**config.mk**
```make
export PLATFORM = sky130hd
export DESIGN_NAME = traffic_generator
export DESIGN_NICKNAME = d
export VERILOG_FILES = /design/src/rtl/traffic_generator.sv
export SDC_FILE = /design/constraint.sdc
export NUM_CORES = 1
export LEC_CHECK = 0
export ABC_AREA = 1
export ABC_CLOCK_PERIOD_IN_PS = 1800
export CORE_ASPECT_RATIO = 1.1
export CORE_UTILIZATION = 27
export CTS_CLUSTER_SIZE = 20
export DETAILED_ROUTE_END_ITERATION = 6
export PLACE_DENSITY = 0.53
export SETUP_SLACK_MARGIN = 0.1
export SLEW_MARGIN = 10
export SYNTH_ARGS = -nofsm -noshare
export SYNTH_HDL_FRONTEND = slang
export SYNTH_SLANG_ARGS = --single-unit
```
**constraint.sdc**
```tcl
create_clock -name clk -period 1.8 [get_ports clk]
set_input_delay 0.36 -clock clk [delete_from_list [all_inputs] [get_ports clk]]
set_output_delay 0.36 -clock clk [all_outputs]
set_load 0.01 [all_outputs]
```
**src/rtl/traffic_generator.sv**
```systemverilog
// Per-PE packet source: injects a bounded stream of single-flit packets into a
// router Local input using the Req/Gnt/Full handshake.
module traffic_generator #(
  parameter logic [5:0] ModuleID     = 6'b000_000,
  parameter int         dataWidth    = 32,
  parameter int         dim          = 4,
  parameter int         INJ_INTERVAL = 8,
  parameter int         NUM_PACKETS  = 16,
  parameter int         DEST_MODE    = 0,
  parameter logic [5:0] DEST_ID      = 6'b000_000
) (
  input  logic                 clk,
  input  logic                 reset,
  input  logic                 enable,
  output logic [dataWidth-1:0] PacketOut,
  output logic                 ReqDnStr,
  input  logic                 GntDnStr,
  input  logic                 DnStrFull,
  output logic [9:0]           SentCount,
  output logic                 Done
);

  localparam int                 CNT_W      = $clog2(INJ_INTERVAL + 1);
  localparam logic [CNT_W-1:0]   GAP_INIT   = CNT_W'(INJ_INTERVAL - 1);
  localparam logic [9:0]         PKT_TOTAL  = 10'(NUM_PACKETS);
  localparam logic [2:0]         COORD_MASK = 3'(dim - 1);
  localparam logic [5:0]         SEED_RAW   = ModuleID ^ 6'b101101;
  localparam logic [5:0]         LFSR_SEED  = (SEED_RAW == 6'd0) ? 6'd1 : SEED_RAW;

  typedef enum logic [1:0] {GAP, WAIT_GNT, DONE} state_t;

  state_t               state, state_nxt;
  logic [CNT_W-1:0]     cnt, cnt_nxt;
  logic [5:0]           lfsr, lfsr_nxt;
  logic [dataWidth-1:0] packet_nxt;
  logic                 req_nxt;
  logic [9:0]           sent_nxt;
  logic                 done_nxt;

  // Random mode draws x and y from separate LFSR bit pairs; a draw that lands
  // on this PE is nudged to a neighbour so a node never targets itself.
  function automatic logic [5:0] pick_dest(input logic [1:0] hi, input logic [1:0] lo);
    logic [5:0] d;
    if (DEST_MODE == 0) begin
      d = DEST_ID;
    end else begin
      d = {COORD_MASK & {1'b0, hi}, COORD_MASK & {1'b0, lo}};
      if (d == ModuleID) d[0] = ~d[0];
    end
    return d;
  endfunction

  function automatic logic [5:0] lfsr_step(input logic [5:0] l);
    return {l[4:0], l[5] ^ l[4]};
  endfunction

  always_comb begin
    state_nxt  = state;
    cnt_nxt    = cnt;
    lfsr_nxt   = lfsr;
    packet_nxt = PacketOut;
    req_nxt    = ReqDnStr;
    sent_nxt   = SentCount;
    done_nxt   = Done;
    unique case (state)
      GAP: begin
        if (SentCount == PKT_TOTAL) begin
          state_nxt = DONE;
          done_nxt  = 1'b1;
          req_nxt   = 1'b0;
        end else if (enable) begin
          if (cnt != '0) begin
            cnt_nxt = cnt - CNT_W'(1);
          end else if (!DnStrFull) begin
            packet_nxt = dataWidth'({pick_dest(lfsr[4:3], lfsr[1:0]), SentCount, ModuleID});
            req_nxt    = 1'b1;
            state_nxt  = WAIT_GNT;
          end
        end
      end
      // A launched request is always carried to its grant; enable and Full
      // only gate the start of a packet.
      WAIT_GNT: begin
        if (GntDnStr) begin
          req_nxt  = 1'b0;
          sent_nxt = SentCount + 10'd1;
          lfsr_nxt = lfsr_step(lfsr);
          cnt_nxt  = GAP_INIT;
          if (SentCount + 10'd1 == PKT_TOTAL) begin
            state_nxt = DONE;
            done_nxt  = 1'b1;
          end else begin
            state_nxt = GAP;
          end
        end
      end
      DONE: begin
        done_nxt = 1'b1;
        req_nxt  = 1'b0;
      end
      default: state_nxt = GAP;
    endcase
  end

  always_ff @(posedge clk or negedge reset) begin
    if (!reset) begin
      state     <= GAP;
      cnt       <= GAP_INIT;
      lfsr      <= LFSR_SEED;
      PacketOut <= '0;
      ReqDnStr  <= 1'b0;
      SentCount <= 10'd0;
      Done      <= 1'b0;
    end else begin
      state     <= state_nxt;
      cnt       <= cnt_nxt;
      lfsr      <= lfsr_nxt;
      PacketOut <= packet_nxt;
      ReqDnStr  <= req_nxt;
      SentCount <= sent_nxt;
      Done      <= done_nxt;
    end
  end

endmodule

```
==> results.cfg, run 1 <==
[clocking]
cts_max_path_buffers = 2
cts.sinks = 28
h-tree-depth = 1
cts_tree = done
cts-buffers-inserted = 3
cts_hold_buf = 0
root_buffer = clkbuf_8
insertion_delay_ns = 0.28
path_clk_slew_ns = 0.10

[critical_path]
reg2reg_from = SentCount[0]$_DFFE_PN0P_
slowest_delay_ns = 0.52
critPathKind = reg -> out
critPathSlowestCell = clkdlybuf4s50_1
reg2regPathDepth = 10
critPathCaptureType = primary output
required_ns = 1.44
cp_cell_sequence = buf_6, clkdlybuf4s50_1
rrSetupSlack_ns = 0.21
worstReg2RegEnd = state[1]$_DFFE_PN0P_
worstSetupStartpointType = register
crit_fanout = 3
arrival_ns = 1.33

[power]
power.leakage_nw = 1.04
peakVddDrop_mv = 0.444
p_per_area_nw_per_um2 = 1550
power_mw = 3.44

[logic_synthesis]
ys_seq_area_share_pct = 40.1
synthMuxAreaShare_pct = 0
synth_warnings = 0
synth_edf_count = 0
netlist_instances = 222
synthSimpleGateAreaFrac_pct = 23.6
synthAdderAreaFrac_pct = 4.98
synth_compound_area_share_pct = 12.0
ys_types = 30
ys_ff_latch = 28
synth_xor_area_share_pct = 1.99
synth-async-reset-ratio_pct = 100
synth_top_family_by_area = simple AND/OR/NAND/NOR gates
mappedNetlistArea_um2 = 1760
avgSynthCellArea_um2 = 7.92
ys.flop_type = dfrtp_1

[sta]
period_share_pct = 93.6
fin_ws_ns = 0.114
hold_viol = 0
finClkSkew_ns = 0.00296
post-route-min-period_ns = 1.69
tns_ns = 0
fmax_mhz = 593
slew_viol_final = 0
grt_setup_unrepaired = true
setup_viol = 0

[global_route]
grt_start_max_net_pins = 29
globalRouteTotalUtil_pct = 11.5
antenna_found_initial = 0
grt_pass1_vias = 1265
grt_first_pass_wirelength_um = 6050
grt_overflow = 0

[detailed_routing]
antenna_left = 0
viasPerCell = 4.19
vias = 1425
drc = 0
wirelength_um = 3770
drt_iter0_drc = 51
drtPass1Iterations = 5
wl_per_cell_um = 11.1

[die]
initial_core_util_pct = 28.2
boundaryPins = 49
core_area_um2 = 6230
die_h_um = 86.6
dieArea_um2 = 6840
rows = 30
dieWidth_um = 78.9

[placement]
hpwl_um = 2690
dp_slack_ns = 0.0654
port_buffers = 26
gp_congestion = 0.871

[job]
cap_viol_max_count = 0

[cells_and_area]
nNetsFinal = 273
syn_to_final_growth_pct = 26.4
n_antenna_cell = 0
drive_gt1_share_pct = 25.0

[run_status]
status = finished clean

[hold_path]
hold_path_class = in -> async
cells by family (layout without fill, tap and decap cells):
logic type,Yosys count,in the layout
xor gates and xnor gates,4,4
DFF,28,28
other,1,22
adders and majority gates,7,7
AOI/OAI and AO/OA,33,33
and+or+nand+nor,96,98
buffers and inverters,53,68
timing repair:
action,4_1_cts,5_1_grt
resized for setup,4,22
hold endpoints to repair,0,0
cloned,1,1
buffers inserted,0,6
pin swaps,1,11
endpoints found under the setup margin,5,20
where the power goes:
part	switching [mW]	internal [mW]
combinational	1.01	0.869
sequential	0.243	0.914
clock	0.209	0.196
cells in the mapped netlist, types with 2 or more instances:
cell / number / area, um^2
nand2_1: 59 / 221
dfrtp_1: 25 / 626
buf_4: 23 / 173
inv_1: 19 / 71.3
nor2_1: 17 / 63.8
o21ai_0: 17 / 85.1
o21ai_2: 10 / 87.6
nand3_1: 8 / 40.0
ha_1: 7 / 87.6
inv_2: 7 / 26.3
xor2_1: 4 / 35.0
dfstp_2: 3 / 78.8
a21oi_1: 2 / 10.0
buf_6: 2 / 22.5
nand2_2: 2 / 12.5
nand4_1: 2 / 12.5
nor2_2: 2 / 12.5
sequential cells by signal (all words and copies together), names as in the netlist:
signal     count
ReqDnStr       1
Done           1
SentCount     10
cnt            4
PacketOut     10
state          2
cell type report:
cell class | instances | area [um^2]
fillers | 654 | 4010
multi-input cells | 164 | 903
flip-flops and latches | 28 | 712
repair buffers | 38 | 354
well taps | 80 | 100
inverters | 26 | 97.6
clock buffers | 4 | 55.1
worst max path at each step:
stage / end / start / slack, ns / depth (start not counted)
4_1_cts: SentCount[4] / SentCount[4]$_DFFE_PN0P_ / 0.10 / 1
3_3_place_gp: PacketOut[11]$_DFFE_PN0P_ / enable / 0.09 / 7
2_1_floorplan: PacketOut[6]$_DFFE_PN0P_ / SentCount[0]$_DFFE_PN0P_ / 0.25 / 10
6_report: SentCount[1] / SentCount[1]$_DFFE_PN0P_ / 0.11 / 2
5_1_grt: Done$_DFFE_PN0P_ / SentCount[1]$_DFFE_PN0P_ / 0.09 / 14
3_5_place_dp: PacketOut[8]$_DFFE_PN0P_ / enable / 0.07 / 7
stage by stage:
| step | instance area [um^2] | instances | hold WS [ns] | util [%] |
|---|---|---|---|---|
| global route | 2220 | 340 | 0.500 | 35.7 |
| detailed placement | 2040 | 328 | 0.449 | 32.7 |
| CTS | 2100 | 333 | 0.468 | 33.8 |
| floorplan | 1840 | 243 | 0.0644 | - |
| global placement | 2040 | 328 | 0.451 | 32.7 |
| finish | 2220 | 340 | 0.447 | 35.7 |
critical path, delay by kind of cell (launching register included):
kind	cells	cell delay (ns)
buffers and inverters	2	0.65
DFF	1	0.40
routing by layer:
layer  wire [um]  up-vias  track usage, %
li1            -      730               -
met1        1830      639            15.4
met2        1690       46            18.1
met3         138       10            1.58
met4         112        0            5.79
met5           0        -               0
placed cells by master (no fill, tap or decap):
cell             instances
nand4_1                  2
buf_4                   11
o21ai_0                 16
inv_2                    9
dfrtp_2                  6
o21ai_1                  2
a32oi_1                  1
o21bai_1                 1
nand3b_1                 1
dfrtp_1                 19
nand2_4                  1
a31oi_1                  1
ha_4                     1
nor2_2                   4
clkdlybuf4s50_1         26
nand2_2                  6
or2_4                    3
xor2_2                   1
buf_6                    1
conb_1                  22
o21ai_2                 10
nor2_4                   2
ha_1                     6
inv_1                   17
xor2_1                   3
and3b_1                  1
nor2_1                  14
nand3_2                  2
nand3_1                  7
dfstp_2                  3
a21oi_1                  2
clkbuf_8                 4
or2_2                    1
nand2_1                 54
(Power assumes the default switching activity.)
==> inputs of run 2 (changes only) <==
--- a/config.mk
+++ b/config.mk
@@ -11,6 +11,8 @@
 export CORE_UTILIZATION = 27
 export CTS_CLUSTER_SIZE = 20
 export DETAILED_ROUTE_END_ITERATION = 6
+export GPL_ROUTABILITY_DRIVEN = 0
+export HOLD_SLACK_MARGIN = 0.1
 export PLACE_DENSITY = 0.53
 export SETUP_SLACK_MARGIN = 0.1
 export SLEW_MARGIN = 10
==> constraint.sdc (replaced) <==
create_clock -name clk -period 1.8 [get_ports clk]
set_input_delay 0.36 -clock clk [delete_from_list [all_inputs] [get_ports clk]]
set_output_delay 0.36 -clock clk [all_outputs]
set_load 0.005 [all_outputs]
==> run 2 against run 1 <==
Compared with the run above:
- wire length fell by 1.3%
- cell area down 1.4%
- setup slack improved by 0.019 ns
- flip-flop and latch count stayed put
- critical path type unchanged
- highest routed layer unchanged
==> results.cfg, run 2 (synthesis results as in run 1) <==
[cells_and_area]
reg_top3 = PacketOut x10, SentCount x10, cnt x4
final_common_cell = nand2_1
nNetsFinal = 269
final_cell_mix = nand2_1, clkdlybuf4s50_1, conb_1
fillers = 656
drive_gt1_share_pct = 23.8
n_antenna_cell = 0
syn_to_final_growth_pct = 24.7

[critical_path]
critPathCaptureType = primary output
arrival_ns = 1.31
worstReg2RegEnd = state[1]$_DFFE_PN0P_
worstSetupStartpointType = register
crit_fanout = 8
crit_buf_inv = 1
rrSetupSlack_ns = 0.22
slowest_delay_ns = 0.54
crit_family = buffers and inverters
critPathSlowestCell = clkdlybuf4s50_1
startpoint = SentCount[4]$_DFFE_PN0P_
critPathKind = reg -> out
required_ns = 1.44
cp_cell_sequence = clkdlybuf4s50_1
reg2reg_from = SentCount[0]$_DFFE_PN0P_
reg2regPathDepth = 10

[power]
combPwrFrac_pct = 52.3
p_per_area_nw_per_um2 = 1510
pwr-share-seq_pct = 35.5
sw_frac_of_total_pct = 41.4
intPower_mw = 1.94
switching_power_mw = 1.37
clockPowerShare_pct = 12.2
peakVddDrop_mv = 0.400
power.leakage_nw = 1.01

[die]
core_area_um2 = 6230
initial_core_util_pct = 28.2
dieWidth_um = 78.9
rows = 30
die_h_um = 86.6
dieArea_um2 = 6840
boundaryPins = 49

[sta]
slew_viol_final = 0
fmax_mhz = 600
holdWs_ns = 0.447
setup_viol = 0
finClkSkew_ns = 0.00237
grt_setup_unrepaired = true
period_share_pct = 92.6
hold_viol = 0
post-route-min-period_ns = 1.67
tns_ns = 0

[clocking]
cts-buffers-inserted = 3
path_clk_slew_ns = 0.10
cts_max_path_buffers = 2
insertion_delay_ns = 0.28
cts_hold_buf = 0
h-tree-depth = 1
root_buffer = clkbuf_8
cts.sinks = 28
cts_tree = done

[global_route]
grt_overflow = 0
grt_pass1_vias = 1265
grt_first_pass_wirelength_um = 6050
grt_start_max_net_pins = 29
globalRouteTotalUtil_pct = 11.5
antenna_found_initial = 0

[detailed_routing]
drt_iter0_drc = 52
drtPass1Iterations = 4
wl_per_cell_um = 11.1
antenna_left = 0
viasPerCell = 4.22
drc = 0
wirelength_um = 3720
vias = 1419

[job]
cap_viol_max_count = 0

[hold_path]
hold_path_class = in -> async

[placement]
port_buffers = 26
hpwl_um = 2690

[run_status]
status = finished clean
## run 2: timing repair
item,4_1_cts,5_1_grt
pin swaps,1,11
buffers inserted,0,2
gates cloned,1,1
endpoints found under the setup margin,3,20
gates resized for setup,2,24
## run 2: worst max-delay path by stage
stage                                            to  slack [ns]  cells past startpoint
final                                  SentCount[4]        0.13                      1
after global routing               Done$_DFFE_PN0P_        0.09                     14
after CTS                        cnt[0]$_DFFE_PN1P_        0.11                     10
after detailed placement   PacketOut[8]$_DFFE_PN0P_        0.07                      7
after global placement    PacketOut[11]$_DFFE_PN0P_        0.09                      7
after floorplan            PacketOut[6]$_DFFE_PN0P_        0.29                     10
## run 2: power groups by stage
stage | Sequential, mW | Clock, mW | Combinational [mW]
finish | 1.17 | 0.401 | 1.73
CTS | 1.15 | 0.418 | 1.62
detailed placement | 1.15 | 0 | 1.61
global placement | 1.15 | 0 | 1.59
floorplan | 1.11 | 0 | 1.01
global route | 1.21 | 0.433 | 1.96
## run 2: through the flow
step	total power, mW	util [%]	setup slack (ns)	area [um^2]	cells
after floorplan	2.11	-	0.295	1840	243
after global placement	2.74	32.7	0.0877	2040	328
after detailed placement	2.76	32.7	0.0654	2040	328
after CTS	3.19	33.7	0.109	2100	333
after global routing	3.60	35.2	0.0854	2190	336
final	3.30	35.2	0.134	2190	336
## run 2: area by class of cell
type	instances	area (um^2)	area share (%)
clock buffers	4	55.1	2.51
inverters	26	97.6	4.45
multi-input cells	164	903	41.2
flip-flops and latches	28	712	32.5
well taps	80	100	4.57
repair buffers	34	324	14.8
## run 2: layer usage
layer  up-vias  track usage, %  part of all wire (%)
met2        44            18.1                    44
li1        720               -                     -
met3        10            1.58                   3.8
met5         -               0                     0
met4         0            5.79                   3.1
met1       645            15.4                    49
